### src/rtl/nn_ctrl_pkg.sv
// rtl/nn_ctrl_pkg.sv - shared state encoding and defaults for the inference controller
package nn_ctrl_pkg;

    typedef enum logic [2:0] {
        ST_IDLE      = 3'd0,
        ST_STREAM    = 3'd1,
        ST_WAIT_INTR = 3'd2,
        ST_AR        = 3'd3,
        ST_R         = 3'd4,
        ST_DONE      = 3'd5
    } nn_state_t;

    localparam int          NN_NUM_PIXELS  = 784;
    localparam logic [31:0] NN_RESULT_ADDR = 32'h8;

endpackage

### src/rtl/nn_pix_skid.sv
// rtl/nn_pix_skid.sv - 2-entry beat buffer with registered outputs
module nn_pix_skid #(
    parameter int DATA_WIDTH = 16
) (
    input  logic                  clk,
    input  logic                  resetn,
    input  logic [DATA_WIDTH-1:0] i_tdata,
    input  logic                  i_tvalid,
    output logic [DATA_WIDTH-1:0] o_tdata,
    output logic                  o_tvalid,
    input  logic                  i_tready,
    output logic [1:0]            o_count
);

    logic [DATA_WIDTH-1:0] r_out_data;
    logic [DATA_WIDTH-1:0] r_skid_data;
    logic                  r_out_valid;
    logic                  r_skid_valid;
    logic                  w_pop;

    assign w_pop = r_out_valid && i_tready;

    // Caller guarantees a push never arrives while both entries are held.
    always_ff @(posedge clk) begin
        if (!resetn) begin
            r_out_data   <= '0;
            r_skid_data  <= '0;
            r_out_valid  <= 1'b0;
            r_skid_valid <= 1'b0;
        end else if (w_pop) begin
            if (r_skid_valid) begin
                r_out_data   <= r_skid_data;
                r_skid_valid <= i_tvalid;
                if (i_tvalid) r_skid_data <= i_tdata;
            end else begin
                r_out_valid <= i_tvalid;
                if (i_tvalid) r_out_data <= i_tdata;
            end
        end else if (i_tvalid) begin
            if (!r_out_valid) begin
                r_out_valid <= 1'b1;
                r_out_data  <= i_tdata;
            end else begin
                r_skid_valid <= 1'b1;
                r_skid_data  <= i_tdata;
            end
        end
    end

    assign o_tdata  = r_out_data;
    assign o_tvalid = r_out_valid;
    assign o_count  = {1'b0, r_out_valid} + {1'b0, r_skid_valid};

endmodule

### src/rtl/nn_infer_ctrl.sv
// rtl/nn_infer_ctrl.sv - frame-buffer to network streamer with AXI-Lite result fetch
// Optional WAIT_INTR timeout enabled by defining INFER_TIMEOUT_EN.
module nn_infer_ctrl
    import nn_ctrl_pkg::*;
#(
    parameter int          DATA_WIDTH     = 16,
    parameter int          NUM_PIXELS     = NN_NUM_PIXELS,
    parameter logic [31:0] RESULT_ADDR    = NN_RESULT_ADDR,
    parameter int          TIMEOUT_CYCLES = 1000000
) (
    input  logic                  s_axi_aclk,
    input  logic                  s_axi_aresetn,
    input  logic                  start,
    output logic                  busy,
    output logic [9:0]            fb_rd_addr,
    output logic                  fb_rd_en,
    input  logic [7:0]            fb_rd_data,
    output logic [DATA_WIDTH-1:0] axis_in_data,
    output logic                  axis_in_data_valid,
    input  logic                  axis_in_data_ready,
    input  logic                  intr,
    output logic [31:0]           m_axi_araddr,
    output logic                  m_axi_arvalid,
    input  logic                  m_axi_arready,
    input  logic [31:0]           m_axi_rdata,
    input  logic                  m_axi_rvalid,
    output logic                  m_axi_rready,
    output logic [7:0]            result,
    output logic                  result_valid,
    output logic                  timeout
);

    localparam int CW = $clog2(NUM_PIXELS);

    nn_state_t       r_state, w_state_nxt;
    logic [CW-1:0]   r_rd_cnt;
    logic [CW-1:0]   r_beat_cnt;
    logic            r_rd_all;
    logic            r_rd_pend;
    logic            r_intr_seen;
    logic [7:0]      r_result;
    logic [1:0]      w_skid_cnt;
    logic [1:0]      w_occ;
    logic            w_pop;
    logic            w_rd_en;
    logic            w_last_beat;
    logic            w_expire;
    logic            w_unused_rdata;

    assign w_unused_rdata = ^m_axi_rdata[31:8];

    nn_pix_skid #(.DATA_WIDTH(DATA_WIDTH)) u_skid (
        .clk      (s_axi_aclk),
        .resetn   (s_axi_aresetn),
        .i_tdata  (DATA_WIDTH'(fb_rd_data)),
        .i_tvalid (r_rd_pend),
        .o_tdata  (axis_in_data),
        .o_tvalid (axis_in_data_valid),
        .i_tready (axis_in_data_ready),
        .o_count  (w_skid_cnt)
    );

    // A read is only issued if its data is sure to find a free slot one cycle later.
    assign w_pop       = axis_in_data_valid && axis_in_data_ready;
    assign w_occ       = w_skid_cnt + {1'b0, r_rd_pend};
    assign w_rd_en     = (r_state == ST_STREAM) && !r_rd_all &&
                         ((w_occ < 2'd2) || ((w_occ == 2'd2) && w_pop));
    assign w_last_beat = w_pop && (r_beat_cnt == CW'(NUM_PIXELS - 1));

`ifdef INFER_TIMEOUT_EN
    localparam int TW = $clog2(TIMEOUT_CYCLES + 1);
    logic [TW-1:0] r_to_cnt;
    logic          r_timeout;

    assign w_expire = (r_state == ST_WAIT_INTR) && !(r_intr_seen || intr) &&
                      (r_to_cnt == TW'(TIMEOUT_CYCLES - 1));

    always_ff @(posedge s_axi_aclk) begin
        if (!s_axi_aresetn) begin
            r_to_cnt  <= '0;
            r_timeout <= 1'b0;
        end else begin
            r_timeout <= w_expire;
            r_to_cnt  <= (r_state == ST_WAIT_INTR) ? r_to_cnt + 1'b1 : '0;
        end
    end

    assign timeout = r_timeout;
`else
    localparam int unused_to_cycles = TIMEOUT_CYCLES;
    assign w_expire = 1'b0;
    assign timeout  = 1'b0;
`endif

    always_comb begin
        w_state_nxt = r_state;
        case (r_state)
            ST_IDLE:      if (start) w_state_nxt = ST_STREAM;
            ST_STREAM:    if (w_last_beat) w_state_nxt = ST_WAIT_INTR;
            ST_WAIT_INTR: begin
                if (r_intr_seen || intr) w_state_nxt = ST_AR;
                else if (w_expire)       w_state_nxt = ST_DONE;
            end
            ST_AR:        if (m_axi_arready) w_state_nxt = ST_R;
            ST_R:         if (m_axi_rvalid) w_state_nxt = ST_DONE;
            ST_DONE:      w_state_nxt = ST_IDLE;
            default:      w_state_nxt = ST_IDLE;
        endcase
    end

    always_ff @(posedge s_axi_aclk) begin
        if (!s_axi_aresetn) begin
            r_state     <= ST_IDLE;
            r_rd_cnt    <= '0;
            r_beat_cnt  <= '0;
            r_rd_all    <= 1'b0;
            r_rd_pend   <= 1'b0;
            r_intr_seen <= 1'b0;
            r_result    <= 8'h00;
        end else begin
            r_state   <= w_state_nxt;
            r_rd_pend <= w_rd_en;
            if ((r_state == ST_IDLE) && start) begin
                r_rd_cnt    <= '0;
                r_beat_cnt  <= '0;
                r_rd_all    <= 1'b0;
                r_intr_seen <= 1'b0;
            end else begin
                if (w_rd_en) begin
                    if (r_rd_cnt == CW'(NUM_PIXELS - 1)) r_rd_all <= 1'b1;
                    else                                 r_rd_cnt <= r_rd_cnt + 1'b1;
                end
                if (w_pop && !w_last_beat) r_beat_cnt <= r_beat_cnt + 1'b1;
                if (intr && ((r_state == ST_STREAM) || (r_state == ST_WAIT_INTR)))
                    r_intr_seen <= 1'b1;
            end
            if ((r_state == ST_R) && m_axi_rvalid) r_result <= m_axi_rdata[7:0];
            else if (w_expire)                     r_result <= 8'hFF;
        end
    end

    assign busy          = (r_state != ST_IDLE);
    assign fb_rd_en      = w_rd_en;
    assign fb_rd_addr    = 10'(r_rd_cnt);
    assign m_axi_arvalid = (r_state == ST_AR);
    assign m_axi_araddr  = (r_state == ST_AR) ? RESULT_ADDR : 32'h0;
    assign m_axi_rready  = (r_state == ST_R);
    assign result_valid  = (r_state == ST_DONE);
    assign result        = r_result;

endmodule

### config.mk
export PLATFORM = sky130hd
export DESIGN_NAME = nn_infer_ctrl
export DESIGN_NICKNAME = d
export VERILOG_FILES = /design/src/rtl/nn_ctrl_pkg.sv /design/src/rtl/nn_pix_skid.sv /design/src/rtl/nn_infer_ctrl.sv
export SDC_FILE = /design/constraint.sdc
export NUM_CORES = 1
export LEC_CHECK = 0
export BUFFER_PORTS_ARGS = -buffer_cell sky130_fd_sc_hd__buf_4
export CAP_MARGIN = 10
export CORE_MARGIN = 3
export CORE_UTILIZATION = 51
export DETAILED_ROUTE_END_ITERATION = 8
export MAX_ROUTING_LAYER = met4
export PLACE_DENSITY = 0.89
export SLEW_MARGIN = 20
export SYNTH_ARGS = -nofsm -noshare
export SYNTH_HDL_FRONTEND = slang
export SYNTH_SLANG_ARGS = --single-unit
### constraint.sdc
create_clock -name s_axi_aclk -period 3.8 [get_ports s_axi_aclk]
set_input_delay 0.57 -clock s_axi_aclk [delete_from_list [all_inputs] [get_ports s_axi_aclk]]
set_output_delay 0.57 -clock s_axi_aclk [all_outputs]
set_load 0.03 [all_outputs]
After elaboration in Yosys (flattened, before gate mapping)
Cells that the tools add are included.
{"block": "op_classes", "n_addsub": 4, "magnitude_cmp": 1, "eq_ne": 17, "mux": 23, "bitwise": 2, "n_reduce_logical": 27}
{"operator": "16-bit two-way mux", "n": 9}
{"operator": "10-bit by 1-bit adder with 10-bit output, second input constant", "n": 2}
{"operator": "10-bit equality test, second input constant", "n": 2}
{"operator": "3-bit two-way mux", "n": 5}
{"operator": "3-bit one-hot mux with 5 select lines", "n": 1}
{"operator": "2-bit != test, second input constant", "n": 7}
{"operator": "1-bit logical AND", "n": 9}
{"operator": "2-bit AND reduction", "n": 4}
{"operator": "1-bit two-way mux", "n": 7}
{"operator": "3-bit by 2-bit equality test with 1-bit output, second input constant", "n": 2}
{"operator": "3-bit equality test, second input constant", "n": 2}
{"operator": "2-bit nonzero test", "n": 3}
{"operator": "5-bit AND reduction", "n": 1}
{"operator": "4-bit two-way mux", "n": 1}
{"operator": "2-bit by 1-bit != test with 1-bit output, second input constant", "n": 2}
{"operator": "4-bit AND reduction", "n": 1}
{"operator": "3-bit by 1-bit equality test with 1-bit output, second input constant", "n": 1}
{"operator": "3-bit logical NOT", "n": 1}
{"operator": "1-bit logical OR", "n": 3}
{"operator": "3-bit AND reduction", "n": 1}
{"operator": "3-bit nonzero test", "n": 1}
{"operator": "1-bit by 1-bit adder with 2-bit output", "n": 1}
{"operator": "2-bit by 1-bit adder with 2-bit output", "n": 1}
{"operator": "2-bit equality test, second input constant", "n": 1}
{"operator": "other kinds (4)", "n": 6}
{"block": "totals", "ff_bits": 68, "inputBits": 47, "output_inout_bits": 73, "wordCells": 85}

Logic depth before layout (Yosys ltp)
{"block": "logic_depth", "ltp_word": 7, "ltp_mapped": 9, "ltp_nobuf": 7}

By module
A second synthesis with hierarchy kept.
{"block": "hier_totals", "cells_unflattened": 414, "area_unflattened_um2": 3623.5}
{"mod": "nn_infer_ctrl", "n_inst": 1, "cells_each": 220, "area_each_um2": 1888.1}
{"mod": "nn_pix_skid", "n_inst": 1, "cells_each": 194, "area_each_um2": 1735.4}

Least setup slack after synthesis
No wires, ideal clock.
{"block": "synth_timing", "kind": "register to output", "startpoint": "register u_skid.r_out_valid, in the netlist u_skid.o_tvalid", "endpoint": "output port fb_rd_en", "arrival_ps": 2107, "setup_slack_ps": 1123, "path_stages_with_launch": 8, "path_cell_list": "dfxtp_1 > clkbuf_1 > inv_1 > fa_1 > a31oi_1 > or2_0 > clkbuf_1 > inv_1"}
{"block": "synth_via", "elab_chain_cells": 6, "elab_cells_between_ends": 8, "cone_classes": "add/sub: 2; order compare: 1; eq/ne: 1; reduce/logical: 4"}
{"element": "start, declared", "line": "nn_pix_skid.sv:17", "source": "logic r_out_valid;"}
{"element": "start signal, assigned", "line": "nn_pix_skid.sv:36", "source": "r_out_valid <= i_tvalid;"}
{"element": "1-bit by 1-bit adder with 2-bit output", "line": "nn_pix_skid.sv:52", "source": "assign o_count = {1'b0, r_out_valid} + {1'b0, r_skid_valid};"}
{"element": "2-bit by 1-bit adder with 2-bit output", "line": "nn_infer_ctrl.sv:65", "source": "assign w_occ = w_skid_cnt + {1'b0, r_rd_pend};"}
{"element": "2-bit equality test", "line": "nn_infer_ctrl.sv:67", "source": "((w_occ < 2'd2) || ((w_occ == 2'd2) && w_pop));"}
{"element": "1-bit logical AND", "line": "nn_infer_ctrl.sv:67"}
{"element": "1-bit logical OR *", "line": "nn_infer_ctrl.sv:67"}
{"element": "1-bit logical AND *", "line": "nn_infer_ctrl.sv:66", "source": "assign w_rd_en = (r_state == ST_STREAM) && !r_rd_all &&"}
{"element": "end, declared", "line": "nn_infer_ctrl.sv:16", "source": "output logic fb_rd_en,"}
Every way passes the cells marked *; elsewhere a longest branch is shown, timed or not.

Worst setup path after layout
Same ends and word-level chain as after synthesis.

==> flow_summary.toml <==
[status]
outcome = "finished clean"

[timing]
period_share_pct = 79.1
finalSetupViolCount = 0
setup_slack_ns = 0.794
slew_viol_final = 0
min_period_ns = 3.01
worst_pin_slew_ns = 0.908
fin_tns_setup_ns = 0
rsz0062_at_grt = "false"
max_freq_ghz = 0.333
finalHoldViolCount = 0
skew_ns = 0.00804
relSlewSlack_pct = 39.2

[global_route]
grt_pass1_wl_mm = 8.92
grt_max_degree = 32
antenna_found_initial = 0
grt_pass1_vias = 2024
overflow = 0
grt_use_total_pct = 18.4

[floorplanning]
ios = 120
die_h_um = 78.4
die_w_um = 78.4
dieArea_um2 = 6140
rows = 25
coreArea_um2 = 4880
start_util_pct = 54.7

[route]
drt-total-wl_mm = 5.51
vias = 2262
drc = 0
drt_pass1_iterations = 4
antenna_left = 0
wl_per_cell_um = 12.8
via_per_inst = 5.26
first_iter_violations = 150

[critical_path]
cp.required_ns = 3.23
critPathLaunchType = "register"
worst_setup_path_end_kind = "primary output"
worstSetupPathType = "reg2out"
worstPathArrival_ns = 2.44
worstPathMaxFanout = 11

[yosys]
ys_types = 46
synth_warnings = 0
synth_edf_count = 0
syn_inst = 316
avgSynthCellArea_um2 = 8.45
synthFlopType = "dfxtp_1"
ys_seq_elements = 52
synth_area_leaders = "dfxtp_1 39%, buf_4 12%, mux2i_1 7.1%"
yosysMostFrequentCell = "dfxtp_1"
synth_largest_area_cell = "dfxtp_1"
synth_top_area_share_pct = 39.0
seq_area_frac_synth_pct = 39.0
synth_area_um2 = 2670
synth_commonest_cells = "52 x dfxtp_1, 41 x buf_4, 30 x nor2_1"
async_flop_share_pct = 0

[worst_hold_path]
hold_class = "reg2reg"

[cts]
cts_tree = "done"
h-tree-depth = 2
clk_latency_ns = 0.31
cts_made_buffers = 5
cts_resized = 0
clk_transition_reported_paths_ns = 0.10
clockRootBuffer = "clkbuf_8"
cts_sinks = 52
clock_path_buffers = 2
cts_hold_buf = 0
post_cts_buffers = 0

[final_layout]
synthToLayoutAreaGrowth_pct = 14.0
fin_nets = 412
fillers = 422
diodes = 0
utilization_pct = 62.4
final_cells = 430
drive_above_1_share_pct = 18.5

[placement]
place_ws_ns = 1.15
place_congestion = 0.802
placed_cells = 422
hpwlAfterDp_mm = 4.10
portBuffers = 55

[power_and_ir_drop]
p_per_area_nw_per_um2 = 410
power_leakage_nw = 1.34
peakVddDrop_v = 0.000273

[run]
drv_cap = 0
==> cells in the final DEF (no fill, tap or decap), types with 4 or more instances in the layout <==
master,synthesis,routed
nand4_1,6,6
mux2i_1,19,19
a21oi_1,23,23
nor2_1,30,30
nand2b_1,4,4
conb_1,1,40
or3_1,10,10
o21ai_0,12,12
inv_1,9,9
buf_4,41,56
a211oi_1,8,8
nand3_1,6,6
clkbuf_8,0,5
nand2_1,29,29
dfxtp_1,52,52
==> flip-flops by register name, indices dropped and copies added, names as in the netlist, 3 cells and up <==
signal / count
r_state: 3
u_skid.r_skid_data: 8
r_beat_cnt: 10
fb_rd_addr: 10
u_skid.o_tdata: 8
result: 8
==> final timing paths <==
kind,start,to,slack (ns),cells past startpoint
setup / recovery,u_skid.o_tvalid$_SDFFE_PN0P_,fb_rd_en,0.79,6
hold / removal,result[0]$_SDFFE_PN0P_,result[0]$_SDFFE_PN0P_,0.46,2
setup reg to reg,u_skid.o_tvalid$_SDFFE_PN0P_,fb_rd_addr[9]$_SDFFE_PP0P_,1.27,6
hold reg to reg,result[0]$_SDFFE_PN0P_,result[0]$_SDFFE_PN0P_,0.46,2
==> power by group <==
part | total, mW | internal (mW) | switching [mW]
Combinational | 0.328 | 0.111 | 0.217
Sequential | 0.608 | 0.575 | 0.0322
Clock | 0.311 | 0.131 | 0.180
Total | 1.25 | 0.818 | 0.429
==> area by class of cell <==
type / count / area (µm²) / share of cell area [%]
Tap cell: 67 / 83.8 / 2.75
Sequential cell: 52 / 1040 / 34.2
Inverter: 9 / 33.8 / 1.11
Multi-Input combinational cell: 238 / 1380 / 45.2
Timing Repair Buffer: 56 / 420 / 13.8
Clock buffer: 6 / 72.6 / 2.38
Clock inverter: 2 / 16.3 / 0.534
==> logic make-up after synthesis <==
group                    Yosys count  synth area share (%)
AO/OA/AOI/OAI                     58                  13.4
multiplexers                      19                  7.12
other                              1                 0.140
flip-flops                        52                  39.0
AND/OR/NAND/NOR                  113                  22.1
buffers and inverters             65                  14.9
adder cells (fa/ha/maj)            3                  1.69
XOR/XNOR                           5                  1.64
==> metal layers <==
metal / GRT usage (%) / part of all wire [%] / routed length, µm
met5: - / 0 / 0
met4: 7.87 / 2.3 / 129
met3: 4.24 / 6.6 / 365
met2: 31.5 / 50 / 2750
met1: 20.5 / 41 / 2270
==> per-stage QoR <==
step                      instance area (µm²)  hold WS (ns)  power, mW
final                                    3040         0.461       1.25
after detailed placement                 2960         0.448      0.948
after CTS                                3040         0.461       1.26
after floorplan                          2820         0.429      0.886
after global placement                   2960         0.440      0.941
after global routing                     3040         0.488       1.31
==> critical path, cell delays in order, from the launching register on <==
cell and delay [ns]:
dfxtp_1 0.51, inv_1 0.11, fa_1 0.48, a31oi_1 0.27
or2_0 0.39, inv_1 0.17, buf_4 0.20
(Power assumes the default switching activity.)
